File: src/rtl/check_password_pkg.sv
// Shared authentication definitions for the password stage.
// Holds the FSM state encoding, digit counts, ROM geometry, the user index
// map (same ordering as the ID ROM) and the digit-insertion helper.
package check_password_pkg;

    typedef enum logic [3:0] {
        StIdle    = 4'd0,
        StEntry   = 4'd1,
        StFetch   = 4'd2,
        StWait    = 4'd3,
        StCatch   = 4'd4,
        StCompare = 4'd5,
        StGranted = 4'd6,
        StFail    = 4'd7,
        StLocked  = 4'd8
    } authStateT;

    localparam int ID_DIGITS   = 4;
    localparam int PSWD_DIGITS = 6;
    localparam int ROM_DEPTH   = 32;
    localparam int PSWD_W      = 24;
    localparam int IDX_W       = $clog2(ROM_DEPTH);

    // User indices, identical ordering to the ID ROM.
    localparam logic [IDX_W-1:0] MEMBER1_IDX = 5'd0;
    localparam logic [IDX_W-1:0] MEMBER2_IDX = 5'd1;
    localparam logic [IDX_W-1:0] MEMBER3_IDX = 5'd2;
    localparam logic [IDX_W-1:0] MEMBER4_IDX = 5'd3;
    localparam logic [IDX_W-1:0] GUEST_IDX   = 5'd4;

    // Digits arrive MSB first: digit number cnt lands in nibble (5 - cnt).
    function automatic logic [PSWD_W-1:0] insertDigit(input logic [PSWD_W-1:0] cur,
                                                      input logic [2:0]        cnt,
                                                      input logic [3:0]        digit);
        logic [4:0] sh;
        sh = 5'((PSWD_DIGITS - 1 - int'(cnt)) * 4);
        return (cur & ~({{(PSWD_W-4){1'b0}}, 4'hF} << sh))
             | ({{(PSWD_W-4){1'b0}}, digit} << sh);
    endfunction

endpackage

File: src/rtl/check_password_rom.sv
// Password ROM: 32 x 24, synchronous read with one registered output stage.
// Ports:
//   Clk  - system clock
//   Addr - user index
//   Data - stored password for Addr, valid one clock after Addr
module check_password_rom
    import check_password_pkg::*;
(
    input  logic              Clk,
    input  logic [IDX_W-1:0]  Addr,
    output logic [PSWD_W-1:0] Data
);

    function automatic logic [PSWD_W-1:0] romLookup(input logic [IDX_W-1:0] a);
        case (a)
            MEMBER1_IDX: return 24'hA54E32;
            MEMBER2_IDX: return 24'hEEE420;
            MEMBER3_IDX: return 24'hF24630;
            MEMBER4_IDX: return 24'hAAB431;
            GUEST_IDX:   return 24'hFFFFFF;
            default:     return '0;
        endcase
    endfunction

    always_ff @(posedge Clk) begin
        Data <= romLookup(Addr);
    end

endmodule

File: src/rtl/check_password.sv
// Password check stage of multi-user authentication, downstream of the ID
// checker. Collects six hex digits, compares against the stored password of
// the user latched from InternalID, and grants access or counts a failure;
// MAX_TRIES consecutive failures cause a LOCK_CYCLES-clock lockout.
// Ports:
//   Clk, Reset     - clock, synchronous active-low reset
//   IDOK           - ID accepted (level); dropping it aborts / logs out
//   InternalID     - user ROM index, sampled when leaving Idle
//   InputSwitches  - current hex digit
//   EnterPswd      - single-cycle digit strobe
//   LogOutPulse    - single-cycle logout strobe
//   PswdOK         - access granted (level)
//   UserIndex      - authorized user index while PswdOK=1
//   BadPswd        - one-cycle pulse per failed compare
//   LockOut        - high during lockout
//   TriesUsed      - consecutive failures, saturating at MAX_TRIES
module check_password
    import check_password_pkg::*;
#(
    parameter int WAIT_CYCLES = 2,
    parameter int MAX_TRIES   = 3,
    parameter int LOCK_CYCLES = 16
) (
    input  logic             Clk,
    input  logic             Reset,
    input  logic             IDOK,
    input  logic [IDX_W-1:0] InternalID,
    input  logic [3:0]       InputSwitches,
    input  logic             EnterPswd,
    input  logic             LogOutPulse,
    output logic             PswdOK,
    output logic [IDX_W-1:0] UserIndex,
    output logic             BadPswd,
    output logic             LockOut,
    output logic [1:0]       TriesUsed
);

    localparam logic [7:0]  WAIT_LOAD = 8'(WAIT_CYCLES);
    localparam logic [15:0] LOCK_LOAD = 16'(LOCK_CYCLES - 1);
    localparam logic [1:0]  TRIES_MAX = 2'(MAX_TRIES);
    localparam logic [2:0]  LAST_DIG  = 3'(PSWD_DIGITS - 1);

    authStateT         state, stateNext;
    logic [IDX_W-1:0]  index, indexNext;
    logic [PSWD_W-1:0] entryReg, entryNext;
    logic [PSWD_W-1:0] caughtWord, caughtNext;
    logic [PSWD_W-1:0] romWord;
    logic [2:0]        digitCnt, digitCntNext;
    logic [7:0]        waitCnt, waitCntNext;
    logic [15:0]       lockCnt, lockCntNext;
    logic              pswdOkNext, badPswdNext, lockOutNext;
    logic [IDX_W-1:0]  userIndexNext;
    logic [1:0]        triesNext;
    logic              abort;

    function automatic logic [1:0] satIncTries(input logic [1:0] t);
        return (t >= TRIES_MAX) ? TRIES_MAX : t + 2'd1;
    endfunction

    // The ROM reads the latched index every clock; the Wait countdown gives
    // it time to settle before Catch samples it.
    check_password_rom uRom (
        .Clk  (Clk),
        .Addr (index),
        .Data (romWord)
    );

    assign abort = LogOutPulse || !IDOK;

    always_comb begin
        stateNext     = state;
        indexNext     = index;
        entryNext     = entryReg;
        caughtNext    = caughtWord;
        digitCntNext  = digitCnt;
        waitCntNext   = waitCnt;
        lockCntNext   = lockCnt;
        pswdOkNext    = PswdOK;
        userIndexNext = UserIndex;
        badPswdNext   = 1'b0;
        lockOutNext   = LockOut;
        triesNext     = TriesUsed;

        case (state)
            StIdle: begin
                entryNext    = '0;
                digitCntNext = '0;
                if (IDOK) begin
                    indexNext = InternalID;
                    stateNext = StEntry;
                end
            end
            StEntry: begin
                // Logout beats a simultaneous final digit.
                if (abort) begin
                    stateNext = StIdle;
                end else if (EnterPswd) begin
                    entryNext    = insertDigit(entryReg, digitCnt, InputSwitches);
                    digitCntNext = digitCnt + 3'd1;
                    if (digitCnt == LAST_DIG) stateNext = StFetch;
                end
            end
            StFetch: begin
                if (abort) begin
                    stateNext = StIdle;
                end else begin
                    waitCntNext = WAIT_LOAD;
                    stateNext   = StWait;
                end
            end
            StWait: begin
                if (abort)             stateNext   = StIdle;
                else if (waitCnt == 0) stateNext   = StCatch;
                else                   waitCntNext = waitCnt - 8'd1;
            end
            StCatch: begin
                if (abort) begin
                    stateNext = StIdle;
                end else begin
                    caughtNext = romWord;
                    stateNext  = StCompare;
                end
            end
            StCompare: begin
                if (abort) begin
                    stateNext = StIdle;
                end else if (entryReg == caughtWord) begin
                    pswdOkNext    = 1'b1;
                    userIndexNext = index;
                    triesNext     = '0;
                    stateNext     = StGranted;
                end else begin
                    badPswdNext = 1'b1;
                    triesNext   = satIncTries(TriesUsed);
                    stateNext   = StFail;
                end
            end
            StFail: begin
                if (TriesUsed == TRIES_MAX) begin
                    lockOutNext = 1'b1;
                    lockCntNext = LOCK_LOAD;
                    stateNext   = StLocked;
                end else begin
                    entryNext    = '0;
                    digitCntNext = '0;
                    stateNext    = StEntry;
                end
            end
            StLocked: begin
                // All inputs except IDOK at expiry are ignored here.
                if (lockCnt == 0) begin
                    lockOutNext  = 1'b0;
                    triesNext    = '0;
                    entryNext    = '0;
                    digitCntNext = '0;
                    stateNext    = IDOK ? StEntry : StIdle;
                end else begin
                    lockCntNext = lockCnt - 16'd1;
                end
            end
            StGranted: begin
                if (abort) begin
                    pswdOkNext    = 1'b0;
                    userIndexNext = '0;
                    stateNext     = StIdle;
                end
            end
            default: stateNext = StIdle;
        endcase
    end

    always_ff @(posedge Clk) begin
        if (!Reset) begin
            state      <= StIdle;
            index      <= '0;
            entryReg   <= '0;
            caughtWord <= '0;
            digitCnt   <= '0;
            waitCnt    <= '0;
            lockCnt    <= '0;
            PswdOK     <= 1'b0;
            UserIndex  <= '0;
            BadPswd    <= 1'b0;
            LockOut    <= 1'b0;
            TriesUsed  <= '0;
        end else begin
            state      <= stateNext;
            index      <= indexNext;
            entryReg   <= entryNext;
            caughtWord <= caughtNext;
            digitCnt   <= digitCntNext;
            waitCnt    <= waitCntNext;
            lockCnt    <= lockCntNext;
            PswdOK     <= pswdOkNext;
            UserIndex  <= userIndexNext;
            BadPswd    <= badPswdNext;
            LockOut    <= lockOutNext;
            TriesUsed  <= triesNext;
        end
    end

endmodule

File: config.mk
export PLATFORM = sky130hd
export DESIGN_NAME = check_password
export DESIGN_NICKNAME = d
export VERILOG_FILES = /design/src/rtl/check_password_pkg.sv /design/src/rtl/check_password_rom.sv /design/src/rtl/check_password.sv
export SDC_FILE = /design/constraint.sdc
export NUM_CORES = 1
export LEC_CHECK = 0
export CORE_ASPECT_RATIO = 0.7
export CORE_MARGIN = 2
export CORE_UTILIZATION = 55
export CTS_CLUSTER_SIZE = 12
export DETAILED_ROUTE_END_ITERATION = 16
export HOLD_SLACK_MARGIN = 0.12
export MAX_ROUTING_LAYER = met4
export PLACE_DENSITY = 0.81
export REMOVE_ABC_BUFFERS = 1
export SYNTH_ARGS = -nofsm -noshare
export SYNTH_HDL_FRONTEND = slang
export SYNTH_HIERARCHICAL = 1
export SYNTH_SLANG_ARGS = --single-unit
File: constraint.sdc
create_clock -name Clk -period 2.17 [get_ports Clk]
set_input_delay 0.434 -clock Clk [delete_from_list [all_inputs] [get_ports Clk]]
set_output_delay 0.434 -clock Clk [all_outputs]
set_load 0.05 [all_outputs]
==> Word-level counts from Yosys, hierarchy flattened <==
Index checks and enable logic that the tools add are counted.
{ "op_classes": {"addsub": 5, "order_cmp": 1, "n_eq_ne": 31, "shifts": 2, "muxes": 50, "n_bitwise": 6, "n_reduce_logical": 21} }
{ "op_table": {"columns": ["cell", "count"], "rows": [
  ["case mux 24 bit (5 select lines)", 1],
  ["two-way mux 24 bit", 4],
  ["case mux 24 bit (4 select lines)", 1],
  ["two-way mux 4 bit", 9],
  ["case mux 4 bit (9 select lines)", 1],
  ["two-way mux 16 bit", 2],
  ["case mux 16 bit (2 select lines)", 1],
  ["!= test 2 bit (second input constant)", 13],
  ["bitwise AND 24 bit", 1],
  ["== test 24 bit", 1],
  ["two-way mux 8 bit", 3],
  ["NOT 24 bit", 1],
  ["OR 24 bit", 1],
  ["<< shifter 4 x 5 -> 24 bit", 1],
  ["<< shifter 4 x 5 -> 24 bit (first input constant)", 1],
  ["two-way mux 3 bit", 6],
  ["== test 4 x 3 -> 1 bit (second input constant)", 4],
  ["zero test 16 bit", 1],
  ["case mux 8 bit (2 select lines)", 1],
  ["subtractor 16 x 1 -> 16 bit (second input constant)", 1],
  ["two-way mux 5 bit", 3],
  ["case mux 3 bit (4 select lines)", 1],
  ["== test 5 x 2 -> 1 bit (second input constant)", 2],
  ["two-way mux 2 bit", 5],
  ["other kinds (31)", 51]
]} }
{ "totals": {"ff_bits": 118} }

==> Longest topological paths before layout <==
Gate-level depths: netlist (run 1).
{ "depth": {"ltp_word": 8, "ltp_mapped": 9, "depth_no_buf": 7} }

==> By module <==
The synthesis (run 1) kept the hierarchy.
{ "by_module_without_submodules": {"columns": ["module", "n_inst", "cells_per_inst", "area_per_inst_um2"], "rows": [
  ["check_password", 1, 552, 4635.7],
  ["check_password_rom", 1, 52, 518.0]
]} }

==> Worst setup path after synthesis (run 1) <==
OpenSTA, ideal clock, no wires.
{ "synth_timing": {"kind": "register -> register", "from": "register lockCnt[0]", "to": "register entryReg[10]", "setup_ns": 0.125, "arrival_ns": 2.165, "required_ns": 2.045, "path_slack_ns": -0.120, "path_stages_with_launch": 10, "synth_period_minus_slack_ns": 2.290, "path_cell_list": "dfxtp_1 -> inv_1 -> ha_1 -> or4b_2 -> nor4_4 -> o211ai_2 -> buf_6 -> buf_2 -> o31ai_1 -> a21oi_1"} }
{ "synth_via": {"elab_chain_len": 3} }
{ "synth_lines": {"columns": ["item", "line_no", "text"], "rows": [
  ["from (decl)", "check_password.sv:50", "logic [15:0] lockCnt, lockCntNext;"],
  ["from (signal assigned)", "check_password.sv:193", "lockCnt <= lockCntNext;"],
  ["zero test 16 bit", "check_password.sv:151", "if (lockCnt == 0) begin"],
  ["!= test 2 bit (no line)", null, null],
  ["AND reduction 5 bit (no line)", null, null],
  ["to (signal assigned)", "check_password.sv:189", "entryReg <= entryNext;"],
  ["to (decl)", "check_password.sv:45", "logic [PSWD_W-1:0] entryReg, entryNext;"]
]} }
Every way passes these cells.
A chain may end at the register's enable or synchronous reset.

==> Worst setup path after layout (run 1) <==
{ "layout_timing": {"from": "register lockCnt[1]", "to": "register entryReg[3]"} }
Same word-level chain as after synthesis.

==> results of run 1 <==
[through the flow]
stage	std cells	setup WS [ps]	power (mW)
after floorplan	555	-539	2.28
final	779	-85.2	4.19
after CTS	778	-12.7	4.14
after global routing	779	-168	4.31
after detailed placement	756	-435	2.46
after global placement	756	-372	2.45
[logic make-up (layout without fill, tap and decap cells)]
| family | Yosys count | in the layout |
|---|---|---|
| adders and majority gates | 10 | 10 |
| DFF | 106 | 106 |
| and+or+nand+nor | 236 | 236 |
| buffers and inverters | 65 | 115 |
| AOI/OAI and AO/OA | 147 | 148 |
| muxes | 6 | 6 |
| xor gates and xnor gates | 34 | 34 |
[power breakdown]
group | total, mW | switching (mW) | leakage, nW | internal, mW
combinational | 0.464 | 0.267 | 1.41 | 0.197
clock | 1.68 | 0.752 | 0.149 | 0.928
sequential | 2.05 | 0.0535 | 0.860 | 1.99
total | 4.19 | 1.07 | 2.41 | 3.12
[worst max-delay path: cells and delay by family (launching register included)]
kind / cells / cell delay (ps)
compound gates: 3 / 470
fa+ha+maj: 1 / 130
buf+inv: 3 / 470
simple gates: 2 / 740
flops: 1 / 330
[per-layer routing]
layer | share of wire, % | GRT usage (%) | vias up
met5 | 0 | - | -
met2 | 44 | 39.5 | 198
met3 | 7.4 | 6.65 | 25
met1 | 47 | 36.4 | 2224
li1 | - | - | 2228
met4 | 1.8 | 8.13 | 0
[cells in the final DEF, fill, tap and decap left out, types with 5 or more instances in the layout]
cell type / count
sky130_fd_sc_hd__o21ai_0: 12
sky130_fd_sc_hd__o21ai_1: 9
sky130_fd_sc_hd__nand2_1: 83
sky130_fd_sc_hd__nor4_1: 10
sky130_fd_sc_hd__o31ai_2: 6
sky130_fd_sc_hd__clkdlybuf4s50_1: 23
sky130_fd_sc_hd__nor2_1: 28
sky130_fd_sc_hd__nor3_1: 11
sky130_fd_sc_hd__a21boi_0: 32
sky130_fd_sc_hd__mux2i_1: 5
sky130_fd_sc_hd__nand3_1: 16
sky130_fd_sc_hd__or3_1: 10
sky130_fd_sc_hd__o31ai_4: 6
sky130_fd_sc_hd__nand2b_1: 6
sky130_fd_sc_hd__ha_1: 8
sky130_fd_sc_hd__a21oi_1: 39
sky130_fd_sc_hd__buf_4: 51
sky130_fd_sc_hd__nand4b_1: 16
sky130_fd_sc_hd__xnor2_1: 6
sky130_fd_sc_hd__dfxtp_1: 103
sky130_fd_sc_hd__inv_1: 14
sky130_fd_sc_hd__xor2_1: 28
sky130_fd_sc_hd__o31ai_1: 7
sky130_fd_sc_hd__nand4_1: 13
sky130_fd_sc_hd__a21oi_2: 9
sky130_fd_sc_hd__clkbuf_16: 10
sky130_fd_sc_hd__nor2b_1: 6
[repair_timing]
action / CTS / global route
endpoints found under the setup margin: 45 / 45
resized for setup: 25 / 39
pin swaps: 10 / 10
hold buffers: 0 / 0
setup buffers: 5 / 0
cloned: 1 / 1
[worst paths after layout]
check	from	endpoint	slack, ps
setup / recovery	lockCnt[1]	entryReg[3]	-90
hold / removal	uRom/Data[9]	caughtWord[9]	450
setup reg to reg	lockCnt[1]	entryReg[3]	-90
hold reg to reg	uRom/Data[9]	caughtWord[9]	450
[sequential cells by signal, indices dropped and copies added (netlist names), 2 cells and up]
| register | flops |
|---|---|
| state | 4 |
| entryReg | 24 |
| waitCnt | 8 |
| digitCnt | 3 |
| index | 5 |
| uRom/Data | 12 |
| UserIndex | 5 |
| lockCnt | 16 |
| TriesUsed | 2 |
| caughtWord | 24 |
[area by class of cell]
cell class              count  area share (%)
multi-input cells         434            46.9
flip-flops and latches    106            33.2
repair buffers             83            11.8
clock buffers              10            3.73
well taps                 124            2.42
clock inverters             6            1.02
inverters                  16           0.938
==> flow_summary.rst, run 1 <==
.. list-table::
   :header-rows: 1

   * - Metric
     - Value
   * - Highest Clock Rate
     - 443 MHz
   * - Post-DP Area
     - 5740 um^2
   * - Share of cell area taken by muxes after synthesis
     - 1.19%
   * - Leading post-synthesis cells by instance count
     - sky130_fd_sc_hd__dfxtp_1 (106), sky130_fd_sc_hd__nand2_1 (84), sky130_fd_sc_hd__a21oi_1 (47), sky130_fd_sc_hd__a21boi_0 (33)
   * - Clock transition at the registers of the reported paths
     - ~70 ps
   * - Max-slew headroom at the worst pin
     - 57.3%
   * - Final worst hold slack
     - 449 ps
   * - Fraction of final layout cells sized beyond drive strength 1
     - roughly 20%
   * - Largest area contributor in the netlist
     - sky130_fd_sc_hd__dfxtp_1
   * - Netlist Area Pre-Place
     - 5150 um^2
   * - Post-synthesis instance total
     - 604
   * - Max-slew violations
     - 0
   * - Ys flop type
     - sky130_fd_sc_hd__dfxtp_1
   * - Count of input and output buffers
     - 23
   * - Die Height
     - 85.0 um
   * - Area inside the core boundary
     - 9070 um^2
   * - CTS Sinks
     - approximately 110
   * - Initial antenna violation count
     - 0
   * - Post-synthesis share of cell area spent on xor and xnor gates
     - 5.78%
   * - Dominant cell by count in the synthesized netlist
     - sky130_fd_sc_hd__dfxtp_1
   * - Setup slack after layout
     - -85.2 ps
   * - RSZ-0062 raised after global routing
     - yes
   * - Multi-input combinational cell area
     - 3000 um^2
   * - Detailed Route Iter0 Violations
     - 447
   * - Total clock buffers created by CTS
     - 9
   * - Max-cap check violation count
     - 0
   * - Routability-driven placement congestion ratio
     - 0.951
   * - Fin crit period
     - 2260 ps
   * - Maximum number of pins on one net before global-route repair
     - between 50 and 60
   * - Length in cells of the worst reg-to-reg path
     - 9
   * - Number of enable-type register cells in the synthesized netlist
     - 0
   * - Combinational family with the most area after synthesis
     - simple AND/OR/NAND/NOR gates
   * - Simple-gate portion of the synthesized area
     - approximately 25%
   * - Post-Route Setup TNS
     - -521 ps
   * - Number of remaining DRC errors
     - 0
   * - Synthesized area per cell
     - 8.53 um^2
   * - Worst Tran Pin Value
     - 637 ps
   * - Required time of the critical path
     - 2410 ps
   * - Synth-to-layout area growth
     - 24.2%
   * - Adder-Cell Fraction of Synth Area
     - 2.38%
   * - Final std cell area, no fill
     - 6400 um^2
   * - Post-layout util
     - a little over two thirds
   * - Total GRT Usage
     - 26.8%
   * - Area share of the largest cell type after synthesis
     - 41.2%
   * - TritonCTS clock tree
     - built
   * - CP Max Fanout
     - 8
   * - Antenna violation net count after detailed routing
     - 0
   * - Worst hold path depth
     - 2
   * - Number of inserted diodes
     - 0
   * - Cells traversed along the worst timing path
     - inv_2 -> ha_4 -> or4b_4 -> nor4_4 -> buf_4 -> o211ai_4 -> buf_6 -> o31ai_1 -> a21oi_1
   * - Maximum clock insertion buffer count
     - 2
   * - Async set or reset register ratio after synthesis
     - 0%
   * - Vias in the first global route
     - 4357
   * - Die Footprint
     - 10200 um^2
   * - Row Count
     - 29
   * - Share of the synthesized area in compound gates (AO/OA/AOI/OAI)
     - around a fifth
   * - Slowest cell on the critical path
     - sky130_fd_sc_hd__or4b_4
   * - Sequential area share after synthesis
     - 41.2%
   * - Total setup violations reported at the end of the flow
     - 19
   * - Final-stage net count
     - 673
   * - Largest cells by area after synthesis
     - sky130_fd_sc_hd__dfxtp_1 (41%), sky130_fd_sc_hd__nand2_1 (6.1%), sky130_fd_sc_hd__a21boi_0 (4.8%)
   * - Clk_lat worst skew
     - 360 ps
   * - Root Buffer
     - sky130_fd_sc_hd__clkbuf_16
   * - Category of the worst setup path capture point
     - flip-flop
   * - Violations in the final reports
     - setup timing
   * - First-pass DRT Iterations
     - 6
   * - Area taken by flip-flops and latches
     - 2130 um^2
   * - Result of the run
     - finished, violations left
   * - HPWL after DPL
     - just over 8000 um
   * - Flops & latches, synth
     - between 100 and 150
   * - Vias per std cell
     - 6.00
   * - HP Class
     - flip-flop to flip-flop
   * - Total length of routed wires
     - 13400 um
   * - Number of distinct library cells after synthesis
     - 62
   * - Average detailed-routed wire length per instance
     - 17.2 um
   * - Vias after detailed routing
     - 4675
   * - Arrival @ worst endpoint
     - ~2500 ps
   * - Sum of overflow across all layers after global routing
     - 0
   * - Number of levels in the clock H-tree
     - 3
   * - Number of hold-slack violations in the final timing report
     - 0
   * - Initial cell density of the core
     - 56.8%
   * - Slowest cell delay on critical path
     - 470 ps
   * - Leakage component of the power
     - about 2.4 nW
   * - Worst IR Drop VDD
     - 0.444 mV
   * - Setup skew after layout
     - 5.92 ps
   * - Ratio of final minimum period to clock period
     - 104%
   * - First-pass GRT wire length
     - roughly 21000 um
   * - Die width
     - 120 um
   * - Yosys Warn Count
     - 6
   * - Critical setup path kind
     - flip-flop to flip-flop
   * - Category of the worst setup path launch point
     - flip-flop
   * - IO Pins
     - 24
   * - Areal power density over the cells
     - 655 nW/um^2
   * - # fillers
     - 631
Note: power is estimated with default switching activity, not from simulation.
==> run 2: changes to the inputs <==
--- a/config.mk
+++ b/config.mk
@@ -8,7 +8,7 @@
 export CORE_ASPECT_RATIO = 0.7
 export CORE_MARGIN = 2
 export CORE_UTILIZATION = 55
-export CTS_CLUSTER_SIZE = 12
+export CTS_CLUSTER_SIZE = 16
 export DETAILED_ROUTE_END_ITERATION = 16
 export HOLD_SLACK_MARGIN = 0.12
 export MAX_ROUTING_LAYER = met4
==> results of run 2 <==
Final layout, timing and power as in run 1 (identical DEF).
==> variant 1, RTL diff (flow settings as in run 1) <==
Change the package constant `PSWD_W` from 24 to 28.
--- a/src/rtl/check_password_pkg.sv
+++ b/src/rtl/check_password_pkg.sv
@@ -20,3 +20,3 @@
     localparam int ROM_DEPTH   = 32;
-    localparam int PSWD_W      = 24;
+    localparam int PSWD_W      = 28;
     localparam int IDX_W       = $clog2(ROM_DEPTH);
Function: no difference found for any inputs over 10 cycles, from zero or initial values and one cycle with Reset low; that may be too few to reach the edited logic, so the function may still have changed.
==> variant 1 against run 1 <==
Routed wire length is 10% lower; setup slack better by 130 ps; synthesized area is 1.7% higher; via count is 7.7% lower; synthesized cell count is 2.3% lower; cell area is 3.1% lower; sequential cell count is 8 higher; fmax is 6.3% higher; core utilization is 2.8 points lower; power is 25% higher; largest cell class unchanged.
==> variant 1: results <==
placed_design:
  dp_slack_ps: -180
  hpwlAfterDp_mm: 8.24
  gp_congestion: 0.893
  port_buffers: 23
status:
  status: "finished clean"
global_routing:
  met3_usage_pct: 6.18
  grt_max_degree: 39
  grt_first_pass_wirelength_mm: 20.0
  grtUsageTotal_pct: 25.5
  use_met2_pct: 38.5
  antenna_found_initial: 0
  gr-max-usage-layer: "met2"
  gr-usage-met1_pct: 33.2
  grt_pass1_vias: 4156
finish:
  diodes: 0
  drive_above_1_share_pct: 13.6
  nNetsFinal: 641
  reg.largest.list: "caughtWord: 28 flops, entryReg: 28 flops, lockCnt: 16 flops"
cts:
  cts_max_level: 4
  cts.clk_slew.worst_paths_ps: 50
  cts_setup_buffers: 0
  clk_root_buffer_cell: "clkbuf_16"
  cts_buffers: 17
  clk_latency_ps: 410
  cts_buffer_depth: 2
logic_synthesis:
  synth_fa_ha_area_share_pct: 2.53
  synth_compound_area_share_pct: 12.3
  synth_common_cells: "114 x dfxtp_1, 88 x nand2_1, 76 x nor2_1, 40 x a21oi_1, 26 x xor2_1"
  yosysSeqAreaShare_pct: 43.6
  ys_types: 64
  ys_top_cells_by_area: "dfxtp_1 44%, nand2_1 6.3%, nor2_1 5.4%"
  synth_mux_area_share_pct: 2.32
  synth-xor-area-share_pct: 8.52
  async_flop_share_pct: 0
pwr:
  p_seq_uw: 2230
  p_sw_share_pct: 24.3
  pg_clk_uw: 2550
  p_leak_uw: 0.00231
  peakVddDrop_v: 0.000621
worst_setup_path:
  cpMaxStageDelayCell: "clkdlybuf4s50_1"
  critical_path_arrival_ps: 1690
  slowest_delay_ps: 850
  cp_max_fo: 7
  crit_family: "buffers and inverters"
drt:
  post_drt_wl_per_cell_um: 16.0
  vias: 4314
  dr.pass1.iters: 5
  drt_iter0_markers: 319
  drcViolationCount: 0
timing:
  clock_skew_ps: 7.88
  relSlewSlack_pct: 64.4
## variant 1: through the flow
step / power (µW) / area [µm²] / std cells
final: 5240 / 6200 / 755
after global routing: 5410 / 6200 / 755
after CTS: 5250 / 6180 / 755
after detailed placement: 2710 / 5630 / 723
after global placement: 2690 / 5630 / 723
after floorplan: 2520 / 5000 / 551
## variant 1: worst paths after layout
path | startpoint | endpoint | slack, ps | cells past startpoint
min reg2reg | uRom/Data[20] | caughtWord[20] | 440 | 2
min | uRom/Data[20] | caughtWord[20] | 440 | 2
max reg2reg | lockCnt[1] | lockCnt[9] | 120 | 8
max | TriesUsed[1] | TriesUsed[1] | 50 | 1
## variant 1: kinds of logic after synthesis
group	count (synthesis)
other cells	1
buf+inv	52
xor+xnor	51
simple gates	252
compound gates	97
fa+ha+maj	11
mux	12
flops	114
## variant 1: repair_timing
item                       4_1_cts  5_1_grt
setup endpoints to repair        1       43
hold buffers                     0        0
pin swaps                        0        1
cloned                           0        0
resized for setup                1        5
## variant 1: area by class of cell
type / count / area, µm²
inverters: 10 / 37.5
fillers: 733 / 2940
flip-flops and latches: 114 / 2280
clock buffers: 21 / 460
repair buffers: 48 / 470
multi-input cells: 427 / 2710
well taps: 124 / 155
clock inverters: 11 / 87.6
## variant 1: routing by layer
layer	vias up	share of wire [%]	wire length (µm)
li1	2090	-	-
met1	2062	47	5670
met2	133	45	5460
met3	29	6.1	741
met4	0	1.7	207
met5	-	0	0
## variant 1: tightest hold or removal path: stages, from the launching register on
cell and delay, ps:
dfxtp_1 290, nand2_1 50, a21oi_1 50
==> variant 2, RTL diff (settings of run 1) <==
Made on the original files. Take the reset off `caughtWord` and load it in a clocked block of its own.
--- a/src/rtl/check_password.sv
+++ b/src/rtl/check_password.sv
@@ -176,3 +176,2 @@
             entryReg   <= '0;
-            caughtWord <= '0;
             digitCnt   <= '0;
@@ -189,3 +188,2 @@
             entryReg   <= entryNext;
-            caughtWord <= caughtNext;
             digitCnt   <= digitCntNext;
@@ -201,2 +199,6 @@
 
+    always_ff @(posedge Clk) begin
+        caughtWord <= caughtNext;
+    end
+
 endmodule
Function: same outputs for any inputs over 10 cycles, from zero or initial values and one cycle with Reset low; that may be too few to reach the edited logic, so the function may still have changed.
==> variant 2 against run 1 <==
Combinational power increased by 73%; sequential cell count unchanged; power increased by 16%; synthesized area decreased by 5.0%; synthesized cell count decreased by 15%; routed wire length decreased by 16%; cell area decreased by 11%; setup slack improved by 140 ps; fmax increased by 6.7%; clock power increased by 7%; critical path type unchanged; largest power group unchanged.
==> variant 2: results <==
status:
  status: "finished clean"
placed_design:
  place_area_mm2: 0.00535
  gp_congestion: 0.968
  dp_cells: 652
  dp_slack_ps: -190
logic_synthesis:
  ys_top_cells_by_area: "dfxtp_1 34%, edfxtp_1 15%, xor2_1 5.7%"
  yosysSeqAreaShare_pct: 48.3
  ys_types: 61
  synthCells: 515
finish:
  nNetsFinal: 566
  drive_above_1_share_pct: 13.7
  inv_count: 14
  multi_input_area_share_pct: 40.3
  buffers: 55
  num-multi-input-gates: 357
  stdcell_count: 668
  seqCellArea_mm2: 0.00236
  sh_seq_area_pct: 41.3
drt:
  wirelength_mm: 11.2
worst_setup_path:
  critical_path_arrival_ps: 2330
  worstReg2RegStart: "lockCnt[0]"
pwr:
  powerComb_uw: 803
  peakVddDrop_v: 0.000575
  combPwrFrac_pct: 16.5
global_routing:
  grt_pass1_vias: 3877
timing:
  relSlewSlack_pct: 60.3
[variant 2: final timing paths]
check / endpoint / slack (ps) / cells after the start
max: entryReg[5] / 60 / 9
max reg2reg: entryReg[5] / 60 / 9
min reg2reg: caughtWord[9] / 410 / 0
min: caughtWord[9] / 410 / 0
[variant 2: cells by family after synthesis]
kind of cell / count (synthesis) / synth area share (%)
AO/OA/AOI/OAI: 130 / 15.9
XOR/XNOR: 34 / 6.09
adder cells (fa/ha/maj): 10 / 2.51
buffers and inverters: 52 / 5.50
flip-flops: 106 / 48.3
multiplexers: 10 / 2.05
AND/OR/NAND/NOR: 173 / 19.7
[variant 2: worst register-to-register path, cell delays in order (launching register included)]
cell      delay (ps)
dfxtp_1          310
inv_1            110
ha_1             150
nor3b_1          230
and4_2           320
buf_4            170
o211ai_1         100
buf_4            200
o21ai_0          260
a21oi_1          120
[variant 2: layer usage]
layer | global-route usage, % | routed length (µm)
met3 | 5.84 | 762
met2 | 37.3 | 5220
met5 | - | 0
met1 | 34.1 | 5050
met4 | 7.17 | 191
